[src/rtl/i2c_seq_pkg.sv]
// Shared types, defaults and helpers for the I2C frame sequencer.
package i2c_seq_pkg;

  localparam int         NBYTES_DEF       = 13;
  localparam logic [6:0] SLAVE_ADDR_DEF   = 7'd7;
  localparam int         ACK_TIMEOUT_DEF  = 64;
  localparam int         XFER_TIMEOUT_DEF = 4096;

  // Widest frame the byte selector handles; frames are zero-extended to this.
  localparam int MAX_NBYTES = 32;
  typedef logic [8*MAX_NBYTES-1:0] frame_max_t;

  typedef enum logic [2:0] {
    ST_IDLE      = 3'd0,
    ST_ISSUE     = 3'd1,
    ST_WAIT_BUSY = 3'd2,
    ST_WAIT_DONE = 3'd3,
    ST_DONE      = 3'd4,
    ST_ERROR     = 3'd5
  } seq_state_e;

  // Byte idx of an nbytes-wide frame, counted from the most significant byte.
  function automatic logic [7:0] byte_sel(input frame_max_t frame, input int idx,
                                          input int nbytes);
    return frame[8*(nbytes-1-idx) +: 8];
  endfunction

endpackage

[src/rtl/i2c_frame_sequencer.sv]
// Streams an NBYTES frame, MSB byte first, into a byte-wide I2C master using
// its enable/ready handshake, with per-byte ack and transfer timeouts.
module i2c_frame_sequencer
  import i2c_seq_pkg::*;
#(
  parameter int         NBYTES       = NBYTES_DEF,
  parameter logic [6:0] SLAVE_ADDR   = SLAVE_ADDR_DEF,
  parameter int         ACK_TIMEOUT  = ACK_TIMEOUT_DEF,
  parameter int         XFER_TIMEOUT = XFER_TIMEOUT_DEF
) (
  input  logic                      clk,
  input  logic                      rst,
  input  logic                      start,
  input  logic [8*NBYTES-1:0]       frame_in,
  input  logic                      abort,
  output logic                      busy,
  output logic                      done,
  output logic                      error,
  output logic [$clog2(NBYTES)-1:0] byte_idx,
  output logic [6:0]                m_addr,
  output logic [7:0]                m_data,
  output logic                      m_rw,
  output logic                      m_enable,
  input  logic                      m_ready
);

  localparam int IDX_W   = $clog2(NBYTES);
  localparam int FRAME_W = 8 * NBYTES;
  localparam int TMR_W   = $clog2(XFER_TIMEOUT);

  localparam logic [IDX_W-1:0] LAST_IDX  = IDX_W'(NBYTES - 1);
  localparam logic [TMR_W-1:0] ACK_LAST  = TMR_W'(ACK_TIMEOUT - 1);
  localparam logic [TMR_W-1:0] XFER_LAST = TMR_W'(XFER_TIMEOUT - 1);

  seq_state_e         state_q, state_d;
  logic [FRAME_W-1:0] frame_q, frame_d;
  logic [IDX_W-1:0]   byte_idx_q, byte_idx_d;
  logic [TMR_W-1:0]   timer_q, timer_d;
  logic               busy_q, busy_d;
  logic               done_q, done_d;
  logic               error_q, error_d;
  logic               m_enable_q, m_enable_d;
  logic [7:0]         m_data_q, m_data_d;
  logic [TMR_W-1:0]   timer_sat;
  frame_max_t         frame_ext;

  // Timer increment that sticks at all-ones instead of wrapping.
  assign timer_sat = (timer_q == '1) ? timer_q : timer_q + TMR_W'(1);

  // Next-state, datapath and registered-output decode.
  always_comb begin
    // NOTE: every signal gets a default before the case so no path leaves one
    // unassigned, which would otherwise infer a latch.
    state_d    = state_q;
    frame_d    = frame_q;
    byte_idx_d = byte_idx_q;
    timer_d    = timer_q;
    done_d     = 1'b0;
    error_d    = 1'b0;
    m_enable_d = 1'b0;

    if (abort) begin
      // Abort drops everything, including a pending enable, with no pulse.
      state_d = ST_IDLE;
      timer_d = '0;
    end else begin
      case (state_q)
        ST_IDLE: begin
          if (start) begin
            frame_d    = frame_in;
            byte_idx_d = '0;
            state_d    = ST_ISSUE;
          end
        end
        ST_ISSUE: begin
          if (m_ready) begin
            m_enable_d = 1'b1;
            timer_d    = '0;
            state_d    = ST_WAIT_BUSY;
          end
        end
        ST_WAIT_BUSY: begin
          // Timeout is checked first so it wins over a same-cycle ready drop.
          if (timer_q == ACK_LAST) begin
            error_d = 1'b1;
            state_d = ST_ERROR;
          end else if (!m_ready) begin
            timer_d = '0;
            state_d = ST_WAIT_DONE;
          end else begin
            timer_d = timer_sat;
          end
        end
        ST_WAIT_DONE: begin
          if (timer_q == XFER_LAST) begin
            error_d = 1'b1;
            state_d = ST_ERROR;
          end else if (m_ready) begin
            if (byte_idx_q == LAST_IDX) begin
              done_d  = 1'b1;
              state_d = ST_DONE;
            end else begin
              byte_idx_d = byte_idx_q + IDX_W'(1);
              state_d    = ST_ISSUE;
            end
          end else begin
            timer_d = timer_sat;
          end
        end
        ST_DONE:  state_d = ST_IDLE;
        ST_ERROR: state_d = ST_IDLE;
        default:  state_d = ST_IDLE;
      endcase
    end

    busy_d    = (state_d != ST_IDLE);
    frame_ext = '0;
    frame_ext[FRAME_W-1:0] = frame_d;
    m_data_d  = byte_sel(frame_ext, int'(byte_idx_d), NBYTES);
  end

  // State and output registers with synchronous active-low reset.
  always_ff @(posedge clk) begin
    // NOTE: sequential state uses non-blocking assignments so every flop
    // samples the pre-edge values regardless of statement order.
    if (!rst) begin
      // NOTE: the frame register is cleared as well so m_data reads zero
      // after reset instead of stale data from an earlier frame.
      state_q    <= ST_IDLE;
      frame_q    <= '0;
      byte_idx_q <= '0;
      timer_q    <= '0;
      busy_q     <= 1'b0;
      done_q     <= 1'b0;
      error_q    <= 1'b0;
      m_enable_q <= 1'b0;
      m_data_q   <= '0;
    end else begin
      state_q    <= state_d;
      frame_q    <= frame_d;
      byte_idx_q <= byte_idx_d;
      timer_q    <= timer_d;
      busy_q     <= busy_d;
      done_q     <= done_d;
      error_q    <= error_d;
      m_enable_q <= m_enable_d;
      m_data_q   <= m_data_d;
    end
  end

  assign busy     = busy_q;
  assign done     = done_q;
  assign error    = error_q;
  assign byte_idx = byte_idx_q;
  assign m_enable = m_enable_q;
  assign m_data   = m_data_q;
  assign m_addr   = SLAVE_ADDR;
  assign m_rw     = 1'b0;

endmodule

[config.mk]
export PLATFORM = sky130hd
export DESIGN_NAME = i2c_frame_sequencer
export DESIGN_NICKNAME = d
export VERILOG_FILES = /design/src/rtl/i2c_seq_pkg.sv /design/src/rtl/i2c_frame_sequencer.sv
export SDC_FILE = /design/constraint.sdc
export NUM_CORES = 1
export LEC_CHECK = 0
export CORE_ASPECT_RATIO = 2
export CORE_UTILIZATION = 46
export CTS_CLUSTER_DIAMETER = 60
export CTS_CLUSTER_SIZE = 16
export DETAILED_ROUTE_END_ITERATION = 10
export PLACE_DENSITY_LB_ADDON = 0.3
export SLEW_MARGIN = 5
export SYNTH_ARGS = -nofsm -noshare
export SYNTH_HDL_FRONTEND = slang
export SYNTH_SLANG_ARGS = --single-unit
[constraint.sdc]
create_clock -name clk -period 3.64 [get_ports clk]
set_clock_uncertainty 0.2 [all_clocks]
set_input_delay 0.546 -clock clk [delete_from_list [all_inputs] [get_ports clk]]
set_output_delay 0.546 -clock clk [all_outputs]
set_load 0.005 [all_outputs]
==> summary.md, run 1 <==
| Metric | Value |
|---|---|
| IO Pins | approximately 130 |
| Global-route wire length before repair | about 27,000 µm |
| Detailed Route Iter0 Violations | 265 |
| Setup Buffers After CTS | 0 |
| Die width | about 85 µm |
| Fin Hold WS | 0.289 ns |
| Final Hold Vio Count | 0 |
| Setup-failing EPs final | 0 |
| Minimum clock period | approximately 3.5 ns |
| Reg2reg setup slack | approximately 0.16 ns |
| DRC | 5 |
| Kind of critical path | reg2reg |
| HP Start | timer_q[5] |
| Hpwl dp | roughly 13,000 µm |
| Antenna diode count | 0 |
| Gp weighted congestion | around 0.86 |
| Row cnt | 60 |
| PD cells | ~460 nW/µm² |
| Clock Root Buffer | clkbuf_16 |
| CP endpoint kind | register |
| Seq/Total Area, Yosys | about 43% |
| Post-synth ARST share | 0% |
| Hold Crit Depth | 2 |
| GRT Util Overall | between 20% and 30% |
| Dominant synthesized flop cell | dfxtp_1 |
| Initial Utilization | around 47% |
| CTS tree | yes |
| FF-to-FF End | m_data[7] |
| Final worst path period share | between 90% and 100% |
| Die area | 14,100 µm² |
| Outcome | finished, violations left |
| Cell count after synthesis | roughly 670 |
| Startpoint Class | register |
| Clock-pin slew on the worst setup and hold paths | roughly 0.06 ns |
| Initial antenna violation count | 0 |
| Slew Limit Fails | 0 |
| Number of synthesized flops with an enable pin | 0 |
| CTS max path bufs | 2 |
| Avg WL per Cell | approximately 18 µm |
| Largest net degree at the start of global routing | 101 |
| Slew HR | between 40 and 50% |
| Maximum VDD drop | ~0.00039 V |
| Via count | roughly 5,400 |
| Reg2Reg Depth | 11 |
| RSZ-0062 raised after global routing | no |
| Final WL | between 15,000 and 20,000 µm |
| Synth Area per Inst | approximately 9.3 µm² |
| Most common cell after layout, fill and taps aside | dfxtp_1 |
| Die H | between 150 and 200 µm |
| 1st-pass router iterations | 10 |
| Worst-Margin Slew | 0.827 ns |
| Worst skew pair latency | roughly 0.42 ns |
| Critical Path Source | timer_q[0] |
| Htree depth | 4 |
| Overflow after GRT | 0 |
| Failing checks | DRC |
| Layout area overhead | 33.9% |
| Critical Path Fanout Max | 11 |
| Worst EP arrival | approximately 3.6 ns |
| CTS Sinks | ~140 |
| WHS Endpoint | timer_q[5] |
| Fin util | a little over three fifths |
| Post-route ant nets | 0 |
| Lkg Pwr | between 3 and 4 nW |
| Hold Buf Count CTS | 0 |
| Hold crit path type | reg2reg |
| Vias in the first global route | about 5,500 |
| Worst endpoint required time | approximately 3.8 ns |
| Layout cell share with drive strength beyond 1 | around 11% |
| Post-Syn Area | 6260 µm² |
| NumNets Final | about 900 |
| R2R Path Start | timer_q[0] |
| Yosys reg bits | about 140 |
| Max Freq | 287 MHz |
| Max-cap viol count | 0 |
| YS warnings | 0 |
| Vias/cell | approximately 5.7 |
| Most frequent cells in the layout | 135 x dfxtp_1, 124 x clkdlybuf4s50_1, 109 x nor2_1 |
| CTS buffer count | 17 |
| Buffers added on ports | roughly 120 |
| CORE AREA | between 10,000 and 15,000 µm² |
| Synth cell types | 57 |
-- routing by layer --
layer  routed length [µm]  GRT usage, %  vias to the layer above
met5                    0             0                        -
met4                  982          16.1                        0
met3                  709          4.46                       62
met1                 6180          24.3                     2561
met2                 9410          46.3                      187
li1                     -             -                     2632
-- area by class of cell --
| cell class | count | area [µm²] |
|---|---|---|
| Clock buffer | 18 | 429 |
| Clock inverter | 13 | 219 |
| Fill cell | 1140 | 4980 |
| Inverter | 7 | 31.3 |
| Multi-Input combinational cell | 476 | 3300 |
| Sequential cell | 135 | 2700 |
| Tap cell | 155 | 194 |
| Timing Repair Buffer | 151 | 1510 |
-- power by group --
| group | switching, W | internal (W) |
|---|---|---|
| clock | 0.000669 | 0.00122 |
| combinational | 0.000193 | 0.000237 |
| sequential | 0.0000196 | 0.00154 |
-- per-stage QoR --
stage	setup WS [ns]	instance area [µm²]	TNS, ns	instances	total power (W)
3_5_place_dp	-0.312	7710	-2.44	924	0.00202
3_3_place_gp	-0.183	7710	-1.42	924	0.00201
6_report	0.161	8390	0	955	0.00388
4_1_cts	0.0794	8360	0	955	0.00390
5_1_grt	0.0191	8390	0	955	0.00400
2_1_floorplan	0.00981	6300	0	677	0.00182
-- sequential cells by signal (all words and copies together) (netlist names) --
register / cells
frame_q: 104
timer_q: 12
m_data: 8
byte_idx: 4
state_q: 3
busy: 1
done: 1
error: 1
m_enable: 1
-- logic make-up (layout without fill, tap and decap cells) --
kind of cell | after synthesis | count (layout) | share of synthesized area (%)
AOI/OAI and AO/OA | 107 | 107 | 12.3
xor gates and xnor gates | 2 | 2 | 0.280
adders and majority gates | 4 | 4 | 0.799
buffers and inverters | 66 | 189 | 5.03
DFF | 135 | 135 | 43.2
muxes | 115 | 115 | 20.1
other | 2 | 8 | 0.120
and+or+nand+nor | 240 | 240 | 18.2
-- repair_timing --
action / CTS / global route
setup endpoints to repair: 8 / 8
gates resized for setup: 1 / 5
endpoints found under the hold margin: 0 / 0
pin swaps: 0 / 0
-- synth_stat cells, types with 4 or more instances --
library cell / instances / area (µm²)
nor4_1: 13 / 81.3
nand4b_1: 7 / 61.3
nand4_1: 12 / 75.1
o32a_1: 8 / 80.1
inv_1: 5 / 18.8
ha_1: 4 / 50.1
mux2i_1: 100 / 1000
a211oi_1: 6 / 45.0
and2_1: 12 / 75.1
or3_1: 10 / 62.6
clkbuf_1: 30 / 113
o21ai_0: 8 / 40.0
o22ai_1: 8 / 50.1
mux4_2: 8 / 180
o22a_1: 8 / 70.1
o211ai_1: 16 / 120
buf_4: 8 / 60.1
a21oi_1: 29 / 145
dfxtp_1: 135 / 2700
mux2_2: 7 / 78.8
nor3_1: 6 / 30.0
buf_2: 18 / 90.1
nor2_1: 109 / 409
nand2_1: 50 / 188
and3_1: 4 / 25.0
nand3_1: 7 / 35.0
-- worst max-delay path: stages, from the launching register on --
cell and delay [ns]:
dfxtp_1 0.37, ha_1 0.27, nand3_2 0.18, or4_4 0.62, a22oi_4 0.24, nand2_4 0.08
inv_2 0.07, ha_1 0.30, inv_6 0.17, mux4_2 0.59, o32a_1 0.20, o22ai_1 0.11
-- worst max path at each step --
| stage | slack (ns) | to |
|---|---|---|
| floorplan | 0.01 | m_data[4] |
| finish | 0.16 | m_data[7] |
| global placement | -0.18 | m_data[2] |
| global route | 0.02 | m_data[7] |
| detailed placement | -0.31 | m_data[3] |
| CTS | 0.08 | m_data[5] |
Note: power is estimated with default switching activity, not from simulation.
==> run 2, diff against run 1 <==
GPL_TIMING_DRIVEN = 0   (was unset)
==> summary.md, run 2 (synthesized netlist as in run 1, its figures left out) <==
| Metric | Value |
|---|---|
| Largest register FFs | 104 |
| CTS buffer count | 17 |
| Die H | 167 µm |
| Overflow after GRT | 0 |
| Antenna diode count | 0 |
| CTS tree | yes |
| Worst-Margin Slew | ~0.74 ns |
| # fillers | 1,126 |
| Hold crit path type | reg2reg |
| DRC | 10 |
| Kind of critical path | reg2reg |
| Slew Limit Fails | 0 |
| Startpoint Class | register |
| Gp weighted congestion | between 0.8 and 0.9 |
| Via count | approximately 5,600 |
| Routed wl met3 | roughly 700 µm |
| Buffers added on ports | around 120 |
| CP endpoint kind | register |
| Detailed Route Iter0 Violations | roughly 310 |
| CORE AREA | around 13,000 µm² |
| Maximum VDD drop | 0.000342 V |
| Outcome | finished, violations left |
| Worst skew pair latency | between 0.4 and 0.5 ns |
| Clock-pin slew on the worst setup and hold paths | about 0.07 ns |
| CTS max path bufs | 2 |
| IO Pins | roughly 130 |
| Avg WL per Cell | around 18 µm |
| Lkg Pwr | approximately 3.2 nW |
| Max-cap viol count | 0 |
| Hpwl dp | 13,900 µm |
| GRT Util Overall | around a quarter |
| Worst EP arrival | 3.59 ns |
| Area post-placement | around 7700 µm² |
| RSZ-0062 raised after global routing | no |
| Final Hold Vio Count | 0 |
| CTS Sinks | 135 |
| Worst endpoint required time | about 3.7 ns |
| Critical Path Fanout Max | 11 |
| Failing checks | DRC |
| Most frequent cells in the layout | 131 x dfxtp_1, 124 x clkdlybuf4s50_1, 109 x nor2_1 |
| Post-route ant nets | 0 |
| Met2 WL post-DR | roughly 9800 µm |
| Setup-failing EPs final | 0 |
| Minimum clock period | between 3 and 4 ns |
| Die width | ~85 µm |
| Final WL | 18,100 µm |
| Largest net degree at the start of global routing | 17 |
| PD cells | approximately 430 nW/µm² |
| Clock Root Buffer | clkbuf_16 |
| Routed met1 length | 6520 µm |
| Die area | roughly 14,000 µm² |
| Max Freq | ~280 MHz |
| Biggest register | frame_q |
| Initial Utilization | 46.9% |
| Row cnt | 60 |
| Final worst path period share | between 90% and 100% |
| Layout cell share with drive strength beyond 1 | between 10 and 15% |
| Hold Buf Count CTS | 0 |
| Top sig layer | met4 |
| Slew HR | 49.6% |
| Layout area overhead | 36.3% |
| Most common cell after layout, fill and taps aside | dfxtp_1 |
| Fin util | between 60% and 70% |
| Htree depth | 4 |
| Post-route cell area | ~8500 µm² |
| Vias/cell | roughly 5.6 |
| Sequential Area | ~2700 µm² |
| Area of the multi-input gates | about 3400 µm² |
| NumNets Final | approximately 940 |
| Initial antenna violation count | 0 |
| Vias in the first global route | between 5,000 and 6,000 |
| 1st-pass router iterations | 10 |
| Global-route wire length before repair | 28,500 µm |
## run 2: changes by cell type in the layout (fill, tap and decap cells not counted), sizes merged
cell and change:
clkbuf +27, inv +7, buf +10, clkinv +1
clkinvlp -1, bufinv -5
## run 2: cell type report
class | count | area share (%)
multi-input combinational | 476 | 39.7
sequential | 135 | 31.7
timing repair buffer | 132 | 15.4
clock buffer | 17 | 4.98
buffer | 57 | 3.77
tap | 155 | 2.27
clock inverter | 15 | 1.76
inverter | 7 | 0.454
## run 2: timing repair
item | CTS | global route
pin swaps | 3 | 2
setup endpoints to repair | 8 | 8
gates resized for setup | 26 | 20
setup buffers | 3 | 5
## run 2: final timing paths
| path | startpoint | endpoint | slack [ns] | depth (start not counted) |
|---|---|---|---|---|
| worst min register to register | frame_q[84] | frame_q[84] | 0.29 | 2 |
| worst max-delay path | timer_q[0] | m_data[2] | 0.12 | 13 |
| worst min-delay path | frame_q[84] | frame_q[84] | 0.29 | 2 |
| worst max register to register | timer_q[0] | m_data[2] | 0.12 | 13 |
## run 2: metrics by stage
step / hold slack, ns / total power [W] / setup TNS (ns) / setup WS, ns / std cells
floorplan: 0.244 / 0.00182 / 0 / 0.00981 / 677
global placement: 0.258 / 0.00202 / -8.13 / -1.04 / 956
detailed placement: 0.278 / 0.00203 / -8.58 / -1.11 / 956
CTS: 0.294 / 0.00370 / 0 / 0.00519 / 989
global route: 0.316 / 0.00381 / 0 / 0.00486 / 994
finish: 0.289 / 0.00369 / 0 / 0.121 / 994
## run 2: metal layers
| layer | vias up | track usage (%) |
|---|---|---|
| met5 | - | 0 |
| met1 | 2618 | 26.5 |
| met2 | 177 | 48.6 |
| met3 | 54 | 4.76 |
| met4 | 0 | 17.0 |
| li1 | 2708 | - |
## run 2: report_power, final
part           leakage [nW]  internal [W]  switching (W)
combinational          1.84      0.000242       0.000205
sequential             1.10       0.00154      0.0000184
clock                 0.288      0.000917       0.000766
total                  3.23       0.00270       0.000990
## run 2: critical path, stage by stage (launching register included)
cell      delay [ns]
dfxtp_2         0.37
ha_4            0.16
nand3_4         0.13
or4_4           0.53
buf_6           0.17
a22oi_4         0.22
nand2_4         0.10
inv_8           0.12
ha_1            0.28
clkbuf_2        0.24
nor4_1          0.44
nand4b_1        0.19
o22a_1          0.15
o22ai_1         0.07
==> run 3, diff against run 2 <==
SKIP_LAST_GASP = 1   (was unset)
==> results of run 3 <==
No change in the layout: final DEF, timing and power equal those of run 2.
